==> src/rtl/midori64_share_io.sv <==
// rtl/midori64_share_io.sv - share load/unload sequencer for the 3-share masked Midori64 core
// Optional RUN-state watchdog enabled by defining MIDORI_IO_TIMEOUT_EN.
module midori64_share_io #(
    parameter int SHARES         = 3,
    parameter int TIMEOUT_CYCLES = 64
) (
    input  logic                      clk,
    input  logic                      reset_n,
    input  logic [63:0]               in_data,
    input  logic                      in_valid,
    output logic                      in_ready,
    output logic [64*SHARES-1:0]      core_pt_shares,
    output logic [128*SHARES-1:0]     core_key_shares,
    output logic                      core_start,
    input  logic                      core_done,
    input  logic [64*SHARES-1:0]      core_ct_shares,
    output logic [63:0]               out_data,
    output logic                      out_valid,
    input  logic                      out_ready,
    output logic                      busy,
    output logic                      error
);

    localparam logic [2:0] S_IDLE   = 3'd0;
    localparam logic [2:0] S_LOAD   = 3'd1;
    localparam logic [2:0] S_START  = 3'd2;
    localparam logic [2:0] S_RUN    = 3'd3;
    localparam logic [2:0] S_UNLOAD = 3'd4;

    logic [2:0]              state;
    logic [3:0]              widx;
    logic [64*SHARES-1:0]    pt_q;
    logic [128*SHARES-1:0]   key_q;
    logic [64*SHARES-1:0]    ct_q;

    logic       in_fire;
    logic       out_fire;
    logic [3:0] wsel;
    logic [3:0] kidx;
    logic [7:0] pt_off;
    logic [8:0] key_off;
    logic [7:0] ct_off;
    logic       run_timeout;

    assign in_ready   = (state == S_IDLE) || (state == S_LOAD);
    assign in_fire    = in_valid && in_ready;
    assign out_valid  = (state == S_UNLOAD);
    assign out_fire   = out_valid && out_ready;
    assign core_start = (state == S_START);
    assign busy       = (state != S_IDLE);

    // IDLE always writes word 0, whatever widx holds.
    assign wsel    = (state == S_IDLE) ? 4'd0 : widx;
    assign kidx    = wsel - 4'd3;
    assign pt_off  = {wsel[1:0], 6'b0};
    // Even key words carry the high half of a share, odd ones the low half.
    assign key_off = {kidx[2:1], ~kidx[0], 6'b0};
    assign ct_off  = {widx[1:0], 6'b0};

    assign core_pt_shares  = pt_q;
    assign core_key_shares = key_q;
    assign out_data        = out_valid ? ct_q[ct_off +: 64] : 64'd0;

`ifdef MIDORI_IO_TIMEOUT_EN
    localparam logic [7:0] TMO_LAST = 8'(TIMEOUT_CYCLES - 1);

    logic [7:0] tmo_cnt;
    logic       error_q;

    assign run_timeout = (state == S_RUN) && !core_done && (tmo_cnt == TMO_LAST);
    assign error       = error_q;

    always_ff @(posedge clk or negedge reset_n) begin
        if (!reset_n) begin
            tmo_cnt <= 8'd0;
            error_q <= 1'b0;
        end else begin
            if (state == S_START)
                tmo_cnt <= 8'd0;
            else if (state == S_RUN && !core_done)
                tmo_cnt <= tmo_cnt + 8'd1;
            if (state == S_IDLE && in_fire)
                error_q <= 1'b0;
            else if (run_timeout)
                error_q <= 1'b1;
        end
    end
`else
    assign run_timeout = 1'b0;
    assign error       = 1'b0;
`endif

    always_ff @(posedge clk or negedge reset_n) begin
        if (!reset_n) begin
            state <= S_IDLE;
            widx  <= 4'd0;
            pt_q  <= '0;
            key_q <= '0;
            ct_q  <= '0;
        end else begin
            if (in_fire) begin
                if (wsel < 4'd3)
                    pt_q[pt_off +: 64] <= in_data;
                else
                    key_q[key_off +: 64] <= in_data;
            end
            case (state)
                S_IDLE: begin
                    if (in_fire) begin
                        widx  <= 4'd1;
                        state <= S_LOAD;
                    end
                end
                S_LOAD: begin
                    if (in_fire) begin
                        if (widx == 4'd8) begin
                            widx  <= 4'd0;
                            state <= S_START;
                        end else begin
                            widx <= widx + 4'd1;
                        end
                    end
                end
                S_START: state <= S_RUN;
                S_RUN: begin
                    if (core_done) begin
                        ct_q  <= core_ct_shares;
                        state <= S_UNLOAD;
                    end else if (run_timeout) begin
                        state <= S_IDLE;
                    end
                end
                S_UNLOAD: begin
                    if (out_fire) begin
                        if (widx == 4'd2) begin
                            widx  <= 4'd0;
                            state <= S_IDLE;
                        end else begin
                            widx <= widx + 4'd1;
                        end
                    end
                end
                default: begin
                    widx  <= 4'd0;
                    state <= S_IDLE;
                end
            endcase
        end
    end

endmodule

==> config.mk <==
export PLATFORM = sky130hd
export DESIGN_NAME = midori64_share_io
export DESIGN_NICKNAME = d
export VERILOG_FILES = /design/src/rtl/midori64_share_io.sv
export SDC_FILE = /design/constraint.sdc
export NUM_CORES = 1
export LEC_CHECK = 0
export ABC_AREA = 0
export CELL_PAD_IN_SITES_DETAIL_PLACEMENT = 1
export CELL_PAD_IN_SITES_GLOBAL_PLACEMENT = 1
export CORE_AREA = 2 2 356 358
export DETAILED_ROUTE_END_ITERATION = 10
export DIE_AREA = 0 0 358 360
export PLACE_DENSITY = 0.66
export SKIP_LAST_GASP = 1
export SLEW_MARGIN = 30
export SYNTH_ARGS = -nofsm -noshare
export SYNTH_HDL_FRONTEND = slang
export SYNTH_SLANG_ARGS = --single-unit
==> constraint.sdc <==
create_clock -name clk -period 4.3 [get_ports clk]
set_input_delay 0.43 -clock clk [delete_from_list [all_inputs] [get_ports clk]]
set_output_delay 0.43 -clock clk [all_outputs]
set_load 0.01 [all_outputs]
==> impl_metrics.yaml, run 1 <==
status:
  status: "complete, no violations"
floorplanning:
  core_area_um2: 125000
  die_y_um: 360
  die-area_um2: 129000
  dieWidth_um: 358
  initial_core_util: 0.268
  io_pins: 906
  placementRows: 130
timing:
  timing_worst_slew_pin_value_ns: 0.951
  min_period_ns: 3.89
  fmax_ghz: 0.257
  fin_tns_setup_ns: 0
  period_share: 0.906
  slew_headroom: 0.366
  finalHoldViolations: 0
  setup_violations: 0
  slew_viol_final: 0
  rsz0062_at_grt: "no"
  fin_worst_skew_ns: 0.0273
placement:
  hpwlAfterDp_um: 93700
  port_buffers: 904
  place_congestion: 0.796
  placed_cell_area_um2: 44400
layout:
  final_layout_size_suffix_gt1_frac: 0.147
  syn2layout_area_growth_pct: 42.5
  nets: 4131
  fin_util: 0.381
  postLayoutCellArea_um2: 47600
synthesis:
  seq_area_frac_synth: 0.580
  synth.net_count: 3308
  synthCells: 3037
  synth-async-reset-ratio: 1.00
  synth_edf_count: 0
  synth_area_per_cell_um2: 11.0
  synth_cell_types: 44
  syn_area_um2: 33400
  ys.flop_type: "dfrtp_1"
  yosysWarnings: 0
  ys_ff_latch: 775
worst_setup_path:
  cp.required_ns: 4.84
  rr_worst_depth: 11
  reg2reg_slack_ns: 0.41
  cp-end-kind: "register"
  reg2reg_to: "core_key_shares[63]$_DFFE_PN0P_"
  timing.rr.start: "state[2]$_DFFE_PN0P_"
  path_class: "reg -> reg"
  arrival_ns: 4.43
  max_stage_delay_ns: 0.48
  critPathSlowestCell: "dfrtp_1"
  critPathMaxFanout: 33
  start_kind: "register"
  crit_chain: "buf_4 -> o31ai_4 -> inv_1 -> ha_1 -> xor2_2 -> inv_1 -> ha_1 -> or3b_4 -> nor4_4 -> buf_12 -> mux2_4"
clocking:
  post_cts_resized: 0
  root_buffer: "clkbuf_16"
  cts_buffer_depth: 3
  clock_latency_ns: 0.67
  cts_tree: "yes"
  cts_sinks: 775
  clk_pin_slew_ns: 0.06
  cts_buffers: 91
  htreeDepth: 3
routing:
  detail_route.wl_per_cell_um: 23.9
  vias: 25400
  drc: 0
  wl_um: 134000
  dr.first_iter.drc_count: 1505
  via_per_inst: 4.54
  firstDrtPassIters: 5
  ant_nets: 0
grt:
  grt_max_degree: 101
  grt_antenna_before_repair: 26
  grt_first_pass_wirelength_um: 192000
  grt_pass1_vias: 27100
  overflow: 0
  grtUsageTotal: 0.203
min_path:
  worstHoldStart: "in_data[26]"
  hold_class: "in -> reg"
  holdPathEnd: "core_key_shares[90]$_DFFE_PN0P_"
  hold-path-cell-count: 3
pwr:
  power_density_nw_per_um2: 676
  irDropWorstVdd_mv: 0.358
  leakage_uw: 0.0202
run:
  max_cap_viol_count: 0
## where the power goes
group | leakage, uW | total [uW] | internal [uW] | switching [uW]
combinational | 0.00939 | 12300 | 5990 | 6350
clock | 0.00157 | 8170 | 4800 | 3380
sequential | 0.00924 | 11700 | 10100 | 1600
## critical path: cells and delay by family, from the launching register on
kind | cells | cell delay [ns]
flops | 1 | 0.48
buf+inv | 4 | 0.79
mux | 1 | 0.34
compound gates | 1 | 0.42
fa+ha+maj | 2 | 0.59
xor+xnor | 1 | 0.33
simple gates | 2 | 0.72
## layer usage
layer / global-route usage / vias up / share of wire
li1: - / 11400 / -
met5: 0 / - / 0.0017
met1: 0.238 / 12900 / 0.40
met4: 0.0715 / 34 / 0.036
met3: 0.0693 / 240 / 0.082
met2: 0.342 / 862 / 0.48
## cells in the mapped netlist (2+ instances only)
library cell | number | area share
buf_4 | 21 | 0.0047
nand3_1 | 68 | 0.010
o21a_1 | 3 | 0.00067
nor3_1 | 4 | 0.00060
mux2i_1 | 320 | 0.096
buf_6 | 14 | 0.0047
nor3b_1 | 2 | 0.00045
and3_1 | 2 | 0.00037
nand4b_1 | 2 | 0.00052
nand2_1 | 525 | 0.059
a22o_1 | 2 | 0.00052
ha_1 | 10 | 0.0037
buf_1 | 19 | 0.0021
clkbuf_1 | 183 | 0.021
a211oi_1 | 3 | 0.00067
mux2_2 | 260 | 0.088
inv_1 | 329 | 0.037
buf_2 | 11 | 0.0016
nand2b_1 | 2 | 0.00037
nor2_1 | 137 | 0.015
a21oi_1 | 68 | 0.010
o21ai_0 | 197 | 0.030
mux2_4 | 60 | 0.027
dfrtp_1 | 775 | 0.58
## registers in the layout (all words and copies together) (netlist names)
signal,count
core_key_shares,384
core_pt_shares,192
ct_q,192
widx,4
state,3
## repair_timing
action | CTS | global route
hold endpoints to repair | 70 | 0
hold buffers | 1 | 0
setup buffers | 0 | 0
## cell type report
type                    count  area [um^2]
inverters                 329         1230
multi-input cells        1685        11800
diodes                      4         10.0
flip-flops and latches    775        19400
clock inverters            41          515
repair buffers            978         9910
fillers                 13700        77300
well taps                1650         2060
clock buffers             130         2680
## cells in the final DEF (no fill, tap or decap), types with 4 or more instances in the layout
cell type / synthesis / final
inv_1: 329 / 329
mux2_2: 260 / 260
clkdlybuf4s50_1: 0 / 902
clkbuf_1: 183 / 15
bufinv_16: 0 / 7
buf_12: 0 / 24
ha_1: 10 / 10
nor2_4: 0 / 5
nand3_1: 68 / 66
a21oi_1: 68 / 68
clkbuf_16: 0 / 92
clkinv_16: 0 / 4
nor2_1: 137 / 132
clkinvlp_4: 0 / 4
mux2_4: 60 / 60
mux2i_1: 320 / 320
nand2_1: 525 / 524
o21ai_0: 197 / 197
dfrtp_1: 775 / 773
diode_2: 0 / 4
clkinv_2: 0 / 23
buf_4: 21 / 49
clkbuf_8: 0 / 23
## through the flow
stage	hold slack (ns)	worst slack, ns	instances	power [uW]
2_1_floorplan	0.134	0.105	3037	17000
3_3_place_gp	0.461	0.460	5415	24000
3_5_place_dp	0.469	0.387	5416	24300
4_1_cts	0.218	0.342	5588	32700
5_1_grt	0.214	0.0856	5592	34100
6_report	0.248	0.406	5592	32200
## kinds of logic after synthesis
kind of cell	count (synthesis)	share of synthesized area
muxes	640	0.210
adders and majority gates	10	0.00374
AOI/OAI and AO/OA	282	0.0448
and+or+nand+nor	750	0.0891
buffers and inverters	577	0.0707
other	1	0.000112
DFF	775	0.580
xor gates and xnor gates	2	0.000749
## worst max-delay path by stage
stage               cells after the start            startpoint                          endpoint
floorplan                              14   widx[1]$_DFFE_PN0P_   core_key_shares[10]$_DFFE_PN0P_
global placement                       13  state[2]$_DFFE_PN0P_  core_key_shares[154]$_DFFE_PN0P_
detailed placement                     13  state[2]$_DFFE_PN0P_  core_key_shares[161]$_DFFE_PN0P_
CTS                                    13  state[2]$_DFFE_PN0P_  core_key_shares[161]$_DFFE_PN0P_
global route                           13  state[2]$_DFFE_PN0P_  core_key_shares[161]$_DFFE_PN0P_
finish                                 11  state[2]$_DFFE_PN0P_   core_key_shares[63]$_DFFE_PN0P_
Note: power is estimated with default switching activity, not from simulation.
==> run 2, diff against run 1 <==
Settings changed: ABC_AREA 0 to default.
==> results of run 2 <==
Same layout as run 1: the final DEF is identical, and so are final timing and power.
==> run 3, diff against run 2 <==
Settings changed: PLACE_DENSITY 0.66 to 0.68.
==> run 3 against run 2 <==
Compared with the run above:
- count of clock-buffer cells in the layout down 5
- global-route usage up 0.12 points
- first-iteration DRC count down 3.3%
- critical path depth down 4
- utilization about the same
- clock skew down 0.0024 ns
- non-clock buffer count down 4
- worst setup slack worse by 0.17 ns
- worst hold slack better by 0.0019 ns
- largest power group unchanged
==> impl_metrics.yaml, run 3 (same netlist as run 1, synthesis figures left out) <==
floorplanning:
  dieWidth_um: 358
  initial_core_util: 0.268
  die_y_um: 360
  core_area_um2: 125000
  placementRows: 130
  die-area_um2: 129000
  io_pins: 906
status:
  status: "complete, no violations"
pwr:
  power_density_nw_per_um2: 679
  leakage_uw: 0.0202
  fin_total_pwr_uw: 32400
  irDropWorstVdd_mv: 0.377
worst_setup_path:
  endpoint: "out_data[46]"
  reg2reg_slack_ns: 0.28
  rr_worst_depth: 11
  arrival_ns: 3.64
  cp.required_ns: 3.87
  cp-startpoint: "widx[0]$_DFFE_PN0P_"
  path_class: "reg -> out"
  cp-end-kind: "output pin"
  timing.rr.start: "state[1]$_DFFE_PN0P_"
  start_kind: "register"
  critPathMaxFanout: 32
  reg2reg_to: "core_key_shares[47]$_DFFE_PN0P_"
grt:
  grt_first_pass_wirelength_um: 193000
  grt_antenna_before_repair: 22
  grt_max_degree: 129
  grtUsageTotal: 0.204
  overflow: 0
  grt_pass1_vias: 27400
timing:
  fin_tns_setup_ns: 0
  finalHoldViolations: 0
  rsz0062_at_grt: "no"
  slew_viol_final: 0
  fmax_ghz: 0.246
  min_period_ns: 4.07
  slew_headroom: 0.310
  setup_violations: 0
  period_share: 0.946
  timing.final.ws_setup_ns: 0.232
  timing_worst_slew_pin_value_ns: 1.03
  fin_worst_skew_ns: 0.0249
clocking:
  cts_buffers: 91
  cts_setup_buffers: 0
  cts_sinks: 775
  htreeDepth: 3
  clock_latency_ns: 0.70
  clk_pin_slew_ns: 0.06
  cts_tree: "yes"
  root_buffer: "clkbuf_16"
  cts_buffer_depth: 3
routing:
  firstDrtPassIters: 4
  wl_um: 134000
  ant_nets: 0
  detail_route.wl_per_cell_um: 24.0
  via_per_inst: 4.54
  drc: 0
  dr.first_iter.drc_count: 1456
  vias: 25300
layout:
  nets: 4127
  final_common_cell: "clkdlybuf4s50_1"
  fin_util: 0.381
  largest_reg_flops: 384
  final_layout_size_suffix_gt1_frac: 0.145
  final_cell_mix: "clkdlybuf4s50_1, dfrtp_1, nand2_1"
  syn2layout_area_growth_pct: 42.5
  postLayoutCellArea_um2: 47600
run:
  max_cap_viol_count: 0
placement:
  place_congestion: 0.774
  hpwlAfterDp_um: 93800
  place_worst_setup_slack_ns: 0.171
  port_buffers: 904
  placed_cell_area_um2: 44400
min_path:
  hold_class: "in -> reg"
-- run 3: cell count changes in the layout (fill, tap and decap cells not counted), sizes merged --
cell | previous run | this run
buf | 75 | 71
bufinv | 7 | 11
clkbuf | 130 | 125
clkinv | 27 | 19
clkinvlp | 4 | 5
diode | 4 | 3
inv | 332 | 333
-- run 3: worst min path at each step --
stage,startpoint,end,slack [ns],cells after the start
after floorplan,reset_n,core_key_shares[0]$_DFFE_PN0P_,0.13,0
after global routing,in_data[23],core_pt_shares[151]$_DFFE_PN0P_,0.21,3
after global placement,core_pt_shares[184]$_DFFE_PN0P_,core_pt_shares[184]$_DFFE_PN0P_,0.46,2
after detailed placement,core_pt_shares[149]$_DFFE_PN0P_,core_pt_shares[149]$_DFFE_PN0P_,0.47,2
after CTS,in_data[23],core_pt_shares[87]$_DFFE_PN0P_,0.17,3
final,in_data[23],core_key_shares[215]$_DFFE_PN0P_,0.25,3
-- run 3: final cells by class --
| class | instances | area, um^2 |
|---|---|---|
| clock inverter | 39 | 574 |
| sequential | 775 | 19400 |
| multi-input combinational | 1685 | 11800 |
| inverter | 329 | 1230 |
| clock buffer | 125 | 2630 |
| timing repair buffer | 974 | 9920 |
| fill | 13700 | 77300 |
| antenna | 3 | 7.51 |
| tap | 1650 | 2060 |
-- run 3: where the power goes --
part / switching, uW / leakage, uW / internal [uW]
sequential: 1560 / 0.00924 / 10100
combinational: 6400 / 0.00938 / 5980
clock: 3370 / 0.00157 / 4950
-- run 3: worst max-delay path, stage by stage (launching register included) --
cell and delay [ns]:
dfrtp_2 0.38, buf_4 0.38, inv_1 0.21, nor2_4 0.47
buf_4 0.38, a21oi_1 0.12, nor2_1 0.36, clkdlybuf4s50_1 0.63
-- run 3: what timing repair did --
item                       in CTS  in global routing
hold buffers                    1                  0
setup endpoints to repair       0                 32
hold endpoints to repair       55                  0
resized for setup               0                  1
-- run 3: per-layer routing --
metal / vias up / wire length, um / part of all wire / track usage
li1: 11400 / - / - / -
met1: 12800 / 52900 / 0.40 / 0.238
met2: 851 / 64700 / 0.48 / 0.346
met3: 241 / 10900 / 0.082 / 0.0673
met4: 26 / 4950 / 0.037 / 0.0761
met5: - / 179 / 0.0013 / 0
-- run 3: stage by stage --
step,hold slack [ns],std cells
5_1_grt,0.208,5579
3_5_place_dp,0.469,5412
3_3_place_gp,0.460,5412
6_report,0.250,5580
2_1_floorplan,0.134,3037
4_1_cts,0.172,5577
